==> config.mk <==
export PLATFORM = sky130hd
export DESIGN_NAME = ui_input_debouncer_flat
export DESIGN_NICKNAME = d
export VERILOG_FILES = /design/src/rtl/ui_input_debouncer_if.sv /design/src/rtl/ui_input_debouncer.sv /design/src/flat_wrapper.sv
export SDC_FILE = /design/constraint.sdc
export NUM_CORES = 1
export LEC_CHECK = 0
export BUFFER_PORTS_ARGS = -buffer_cell sky130_fd_sc_hd__buf_2
export CORE_MARGIN = 3
export CORE_UTILIZATION = 60
export DETAILED_ROUTE_END_ITERATION = 8
export PLACE_DENSITY = 0.74
export SKIP_LAST_GASP = 1
export SYNTH_ARGS = -nofsm -noshare
export SYNTH_HDL_FRONTEND = slang
export SYNTH_SLANG_ARGS = --single-unit
==> constraint.sdc <==
create_clock -name clk -period 2.5 [get_ports clk]
set_input_delay 0.375 -clock clk [delete_from_list [all_inputs] [get_ports clk]]
set_output_delay 0.375 -clock clk [all_outputs]
set_load 0.05 [all_outputs]
==> src/rtl/ui_input_debouncer_if.sv <==
// Pin-side and controller-side signals of the UI input debouncer.
// master drives the raw pins and event clears; slave is the debouncer itself.
interface ui_input_debouncer_if #(
    parameter int NKEYS = 4,
    parameter int NSW   = 10
);
    logic [NKEYS-1:0] rawKeys;
    logic [NSW-1:0]   rawSwitches;
    logic             evtClr;
    logic [NKEYS-1:0] evtClrMask;
    logic [NKEYS-1:0] KEYS;
    logic [NSW-1:0]   SWITCHES;
    logic [NKEYS-1:0] keyPress;
    logic [NKEYS-1:0] keyEvent;

    modport master (
        output rawKeys, rawSwitches, evtClr, evtClrMask,
        input  KEYS, SWITCHES, keyPress, keyEvent
    );

    modport slave (
        input  rawKeys, rawSwitches, evtClr, evtClrMask,
        output KEYS, SWITCHES, keyPress, keyEvent
    );
endinterface

==> src/rtl/ui_input_debouncer.sv <==
// Synchronizes and debounces board keys/switches; keys come out as pressed = 1.
// Define UI_KEY_EVENT_EN to build the key press pulse and sticky event flags.
module ui_input_debouncer #(
    parameter int NKEYS           = 4,
    parameter int NSW             = 10,
    parameter int SYNC_STAGES     = 2,
    parameter int DEBOUNCE_CYCLES = 500000
) (
    input  logic                    clk,
    input  logic                    reset,
    ui_input_debouncer_if.slave     bus
);
    localparam int NB = NKEYS + NSW;
    localparam int CW = $clog2(DEBOUNCE_CYCLES);
    localparam logic [CW-1:0] CNT_LAST = CW'(DEBOUNCE_CYCLES - 1);

    logic [NKEYS-1:0] key_sync [SYNC_STAGES];
    logic [NSW-1:0]   sw_sync  [SYNC_STAGES];
    logic [NB-1:0]    lvl_sync;
    logic [NB-1:0]    lvl;
    logic [CW-1:0]    cnt [NB];

    // Key chains reset to the released (high) pin level so no false press appears.
    always_ff @(posedge clk or negedge reset) begin
        if (!reset) begin
            for (int k = 0; k < SYNC_STAGES; k++) begin
                key_sync[k] <= '1;
                sw_sync[k]  <= '0;
            end
        end else begin
            key_sync[0] <= bus.rawKeys;
            sw_sync[0]  <= bus.rawSwitches;
            for (int k = 1; k < SYNC_STAGES; k++) begin
                key_sync[k] <= key_sync[k-1];
                sw_sync[k]  <= sw_sync[k-1];
            end
        end
    end

    assign lvl_sync = {~key_sync[SYNC_STAGES-1], sw_sync[SYNC_STAGES-1]};

    always_ff @(posedge clk or negedge reset) begin
        if (!reset) begin
            lvl <= '0;
            for (int i = 0; i < NB; i++) begin
                cnt[i] <= '0;
            end
        end else begin
            for (int i = 0; i < NB; i++) begin
                if (lvl_sync[i] == lvl[i]) begin
                    cnt[i] <= '0;
                end else if (cnt[i] == CNT_LAST) begin
                    lvl[i] <= lvl_sync[i];
                    cnt[i] <= '0;
                end else begin
                    cnt[i] <= cnt[i] + 1'b1;
                end
            end
        end
    end

    assign bus.KEYS     = lvl[NB-1:NSW];
    assign bus.SWITCHES = lvl[NSW-1:0];

`ifdef UI_KEY_EVENT_EN
    logic [NKEYS-1:0] key_d;
    logic [NKEYS-1:0] key_press;
    logic [NKEYS-1:0] key_event;

    // A press pulse in the same cycle as a clear keeps the flag set.
    always_ff @(posedge clk or negedge reset) begin
        if (!reset) begin
            key_d     <= '0;
            key_press <= '0;
            key_event <= '0;
        end else begin
            key_d     <= lvl[NB-1:NSW];
            key_press <= lvl[NB-1:NSW] & ~key_d;
            key_event <= (key_event & ~({NKEYS{bus.evtClr}} & bus.evtClrMask)) | key_press;
        end
    end

    assign bus.keyPress = key_press;
    assign bus.keyEvent = key_event;
`else
    logic unused_evt;
    assign unused_evt   = &{1'b0, bus.evtClr, bus.evtClrMask};
    assign bus.keyPress = '0;
    assign bus.keyEvent = '0;
`endif

endmodule

==> src/flat_wrapper.sv <==
// flat-port wrapper written by rule: the top's interface ports become plain ports
module ui_input_debouncer_flat 
#(
    parameter int NKEYS           = 4,
    parameter int NSW             = 10,
    parameter int SYNC_STAGES     = 2,
    parameter int DEBOUNCE_CYCLES = 500000
)
  (clk, reset, bus_rawKeys, bus_rawSwitches, bus_evtClr, bus_evtClrMask, bus_KEYS, bus_SWITCHES, bus_keyPress, bus_keyEvent);
  ui_input_debouncer_if #(.NKEYS(NKEYS), .NSW(NSW)) bus_i ();
  input  logic clk;
  input  logic reset;
  input wire logic [$bits(bus_i.rawKeys)-1:0] bus_rawKeys;
  input wire logic [$bits(bus_i.rawSwitches)-1:0] bus_rawSwitches;
  input wire logic [$bits(bus_i.evtClr)-1:0] bus_evtClr;
  input wire logic [$bits(bus_i.evtClrMask)-1:0] bus_evtClrMask;
  output wire logic [$bits(bus_i.KEYS)-1:0] bus_KEYS;
  output wire logic [$bits(bus_i.SWITCHES)-1:0] bus_SWITCHES;
  output wire logic [$bits(bus_i.keyPress)-1:0] bus_keyPress;
  output wire logic [$bits(bus_i.keyEvent)-1:0] bus_keyEvent;
  assign bus_i.rawKeys = bus_rawKeys;
  assign bus_i.rawSwitches = bus_rawSwitches;
  assign bus_i.evtClr = bus_evtClr;
  assign bus_i.evtClrMask = bus_evtClrMask;
  assign bus_KEYS = bus_i.KEYS;
  assign bus_SWITCHES = bus_i.SWITCHES;
  assign bus_keyPress = bus_i.keyPress;
  assign bus_keyEvent = bus_i.keyEvent;
  ui_input_debouncer #(.NKEYS(NKEYS), .NSW(NSW), .SYNC_STAGES(SYNC_STAGES), .DEBOUNCE_CYCLES(DEBOUNCE_CYCLES)) u_core (.clk(clk), .reset(reset), .bus(bus_i));
endmodule
==> metrics.txt <==
outcome=complete, no violations; global-route wire length before repair=roughly 48000 um; drt drc=0; clk sinks=308; CP Launch Type=flop; worst-margin pin slew=0.544 ns; Core Box Area=around 24000 um2; critical path, cell by cell=or4_1, or4_1, o21ai_4, a21oi_1; critical path class=flop to flop; overall power=approximately 11000 uW; required time of the critical path=around 2.9 ns; Initial DRT Pass Iterations=5; I/O pin count=between 40 and 50; H-tree Lvls=2; FF+latch count, synth=just over 300; asr flop ratio synth=1.00; Final Max Slew Viols=0; number of global-route vias before repair=10600; Antenna Violating Nets Remaining=0; Post-synth EDFFs=0; Avg Vias per Cell=just under 6; Static Leak=about 0.0067 uW; unrepaired setup endpoints after global routing=false; Syn-to-layout area delta=13.0%; crit path time final=approximately 2.2 ns; final wirelength=26800 um; Max Fclk=roughly 0.45 GHz; GRT Residual Overflow=0; Die Y=around 160 um; sequential share of the synthesized area=0.527; Worst-path clk slew=roughly 0.060 ns; Starting Density=0.617; Pwr Density=approximately 650 nW/um2; Final Hold Fails=0; die span in x=~160 um; CTS Buf Count=34; synthesized area per cell=roughly 10 um2; maximum vdd drop=~0.70 mV; most frequent cells in the layout=dfrtp_1 (300), nor2_1 (207), xnor2_1 (113), nand3_1 (88), nand2_1 (87); post-CTS sizing=0; worst hold path depth=0; row cnt=56; max-cap violation count=0; Max stage delay cell, worst path=or4_1; worst hold path type=flop to flop; CP peak stage delay=roughly 0.6 ns; largest net degree at the start of global routing=69; most common cell after layout, fill and taps aside=dfrtp_1; diode count=0; crit end category=flop; Primary FF master, synth=dfrtp_1; RePlAce Congestion=0.805; critical path fanouts, max=18; CP arrival=approximately 2.6 ns; CTS tree=done; IO Port Bufs=29; vias after detailed routing=between 10000 and 15000; Post-CTS Hold Buffers=15; number of antenna violations at the first check in global routing=0; R2R depth=4; GRT Util Overall=0.211; fraction of layout cells with a size suffix above 1=0.0986; drt wl/cell=between 10 and 15 um; Post-Route Utilization=0.697; Root Driver=clkbuf_16; CTS max path bufs=3; Setup Skew=around 0.012 ns; synth warn=0; worst skew pair latency=roughly 0.50 ns; Slew HR=0.638; Mapped Area=14700 um2; period utilisation layout=0.893; crit-path most repeated cell=or4_1; final setup fails=0; dpl hpwl=17500 um; Layout Nets=1554; Die ar.=26300 um2; final setup TNS=0 ns; Synth cell types=49; Cells after Synth=1455; post-CTS setup buffers=0; Initial DRC Count=approximately 810
-- critical path, delay by kind of cell (launching register included) --
family	cells	cell delay, ns
AO/OA/AOI/OAI	2	0.55
AND/OR/NAND/NOR	2	1.12
flip-flops	1	0.41
-- logic make-up after synthesis --
logic type                 Yosys count  share of synthesized area
AOI/OAI and AO/OA                  159                     0.0680
xor gates and xnor gates           181                      0.108
adders and majority gates           14                     0.0120
buffers and inverters               91                     0.0278
DFF                                308                      0.527
muxes                               12                    0.00905
other                                1                   0.000256
and+or+nand+nor                    689                      0.248
-- flip-flops by register name (all words and copies together), names as in the netlist --
signal and flops:
u_core.sw_sync 10, u_core.key_sync 8, u_core.lvl 14, u_core.cnt 266, u_core.lvl_sync 10
-- path summary, 6_finish.rpt --
check | start | to | slack (ns)
setup / recovery | u_core.cnt[201] | u_core.cnt[208] | 0.27
hold / removal | u_core.sw_sync[18] | u_core.lvl_sync[8] | 0.34
setup reg to reg | u_core.cnt[201] | u_core.cnt[208] | 0.27
hold reg to reg | u_core.sw_sync[18] | u_core.lvl_sync[8] | 0.34
max in group asynchronous | reset | u_core.cnt[234] | 1.31
min in group asynchronous | reset | u_core.cnt[36] | 0.42
-- layout make-up --
type	count	area, um2
Tap cell	319	399
Sequential cell	308	7720
Fill cell	1784	7200
Clock buffer	48	1030
Timing Repair Buffer	65	513
Clock inverter	11	164
Inverter	47	176
Multi-Input combinational cell	1063	6560
-- per-stage QoR --
stage | area (um2) | setup slack [ns] | hold slack [ns] | instances
2_1_floorplan | 14700 | 0.451 | 0.0794 | 1462
3_3_place_gp | 15200 | 0.294 | 0.332 | 1787
3_5_place_dp | 15200 | 0.268 | 0.337 | 1787
4_1_cts | 16600 | 0.264 | 0.348 | 1861
5_1_grt | 16600 | 0.152 | 0.344 | 1861
6_report | 16600 | 0.269 | 0.340 | 1861
-- cell usage after synthesis (3+ instances only) --
cell type,instances,share of area
dfstp_2,8,0.014
nor3_1,35,0.012
or3_1,49,0.021
xor2_1,68,0.041
nor4b_1,5,0.0030
ha_1,14,0.012
xnor2_1,113,0.068
or2_2,6,0.0026
mux2_2,10,0.0077
o21ai_0,39,0.013
nand3_1,88,0.030
o31ai_2,3,0.0026
clkbuf_1,20,0.0051
nand2_1,87,0.022
and4_1,21,0.013
or4_1,49,0.025
and2_1,14,0.0060
o21ai_4,5,0.0055
buf_4,12,0.0061
o21ai_2,3,0.0018
nor4_1,30,0.013
o31ai_1,34,0.017
or3b_2,4,0.0024
or4b_2,5,0.0034
nor2_1,207,0.053
and3_1,10,0.0043
a21oi_1,71,0.024
inv_1,47,0.012
dfrtp_1,300,0.51
nand4_1,59,0.025
or4b_1,8,0.0055
buf_2,11,0.0038
-- layer usage --
| metal | track usage | share of wire | up-vias |
|---|---|---|---|
| li1 | - | - | 5284 |
| met1 | 0.297 | 0.47 | 5306 |
| met2 | 0.351 | 0.48 | 143 |
| met3 | 0.0309 | 0.031 | 39 |
| met4 | 0.0508 | 0.016 | 0 |
| met5 | 0 | 0 | - |
-- power by group --
group | leakage, uW | internal, uW | switching [uW]
clock | 0.000582 | 3280 | 1940
combinational | 0.00189 | 119 | 258
sequential | 0.00419 | 5070 | 72.1
(Power assumes the default switching activity.)
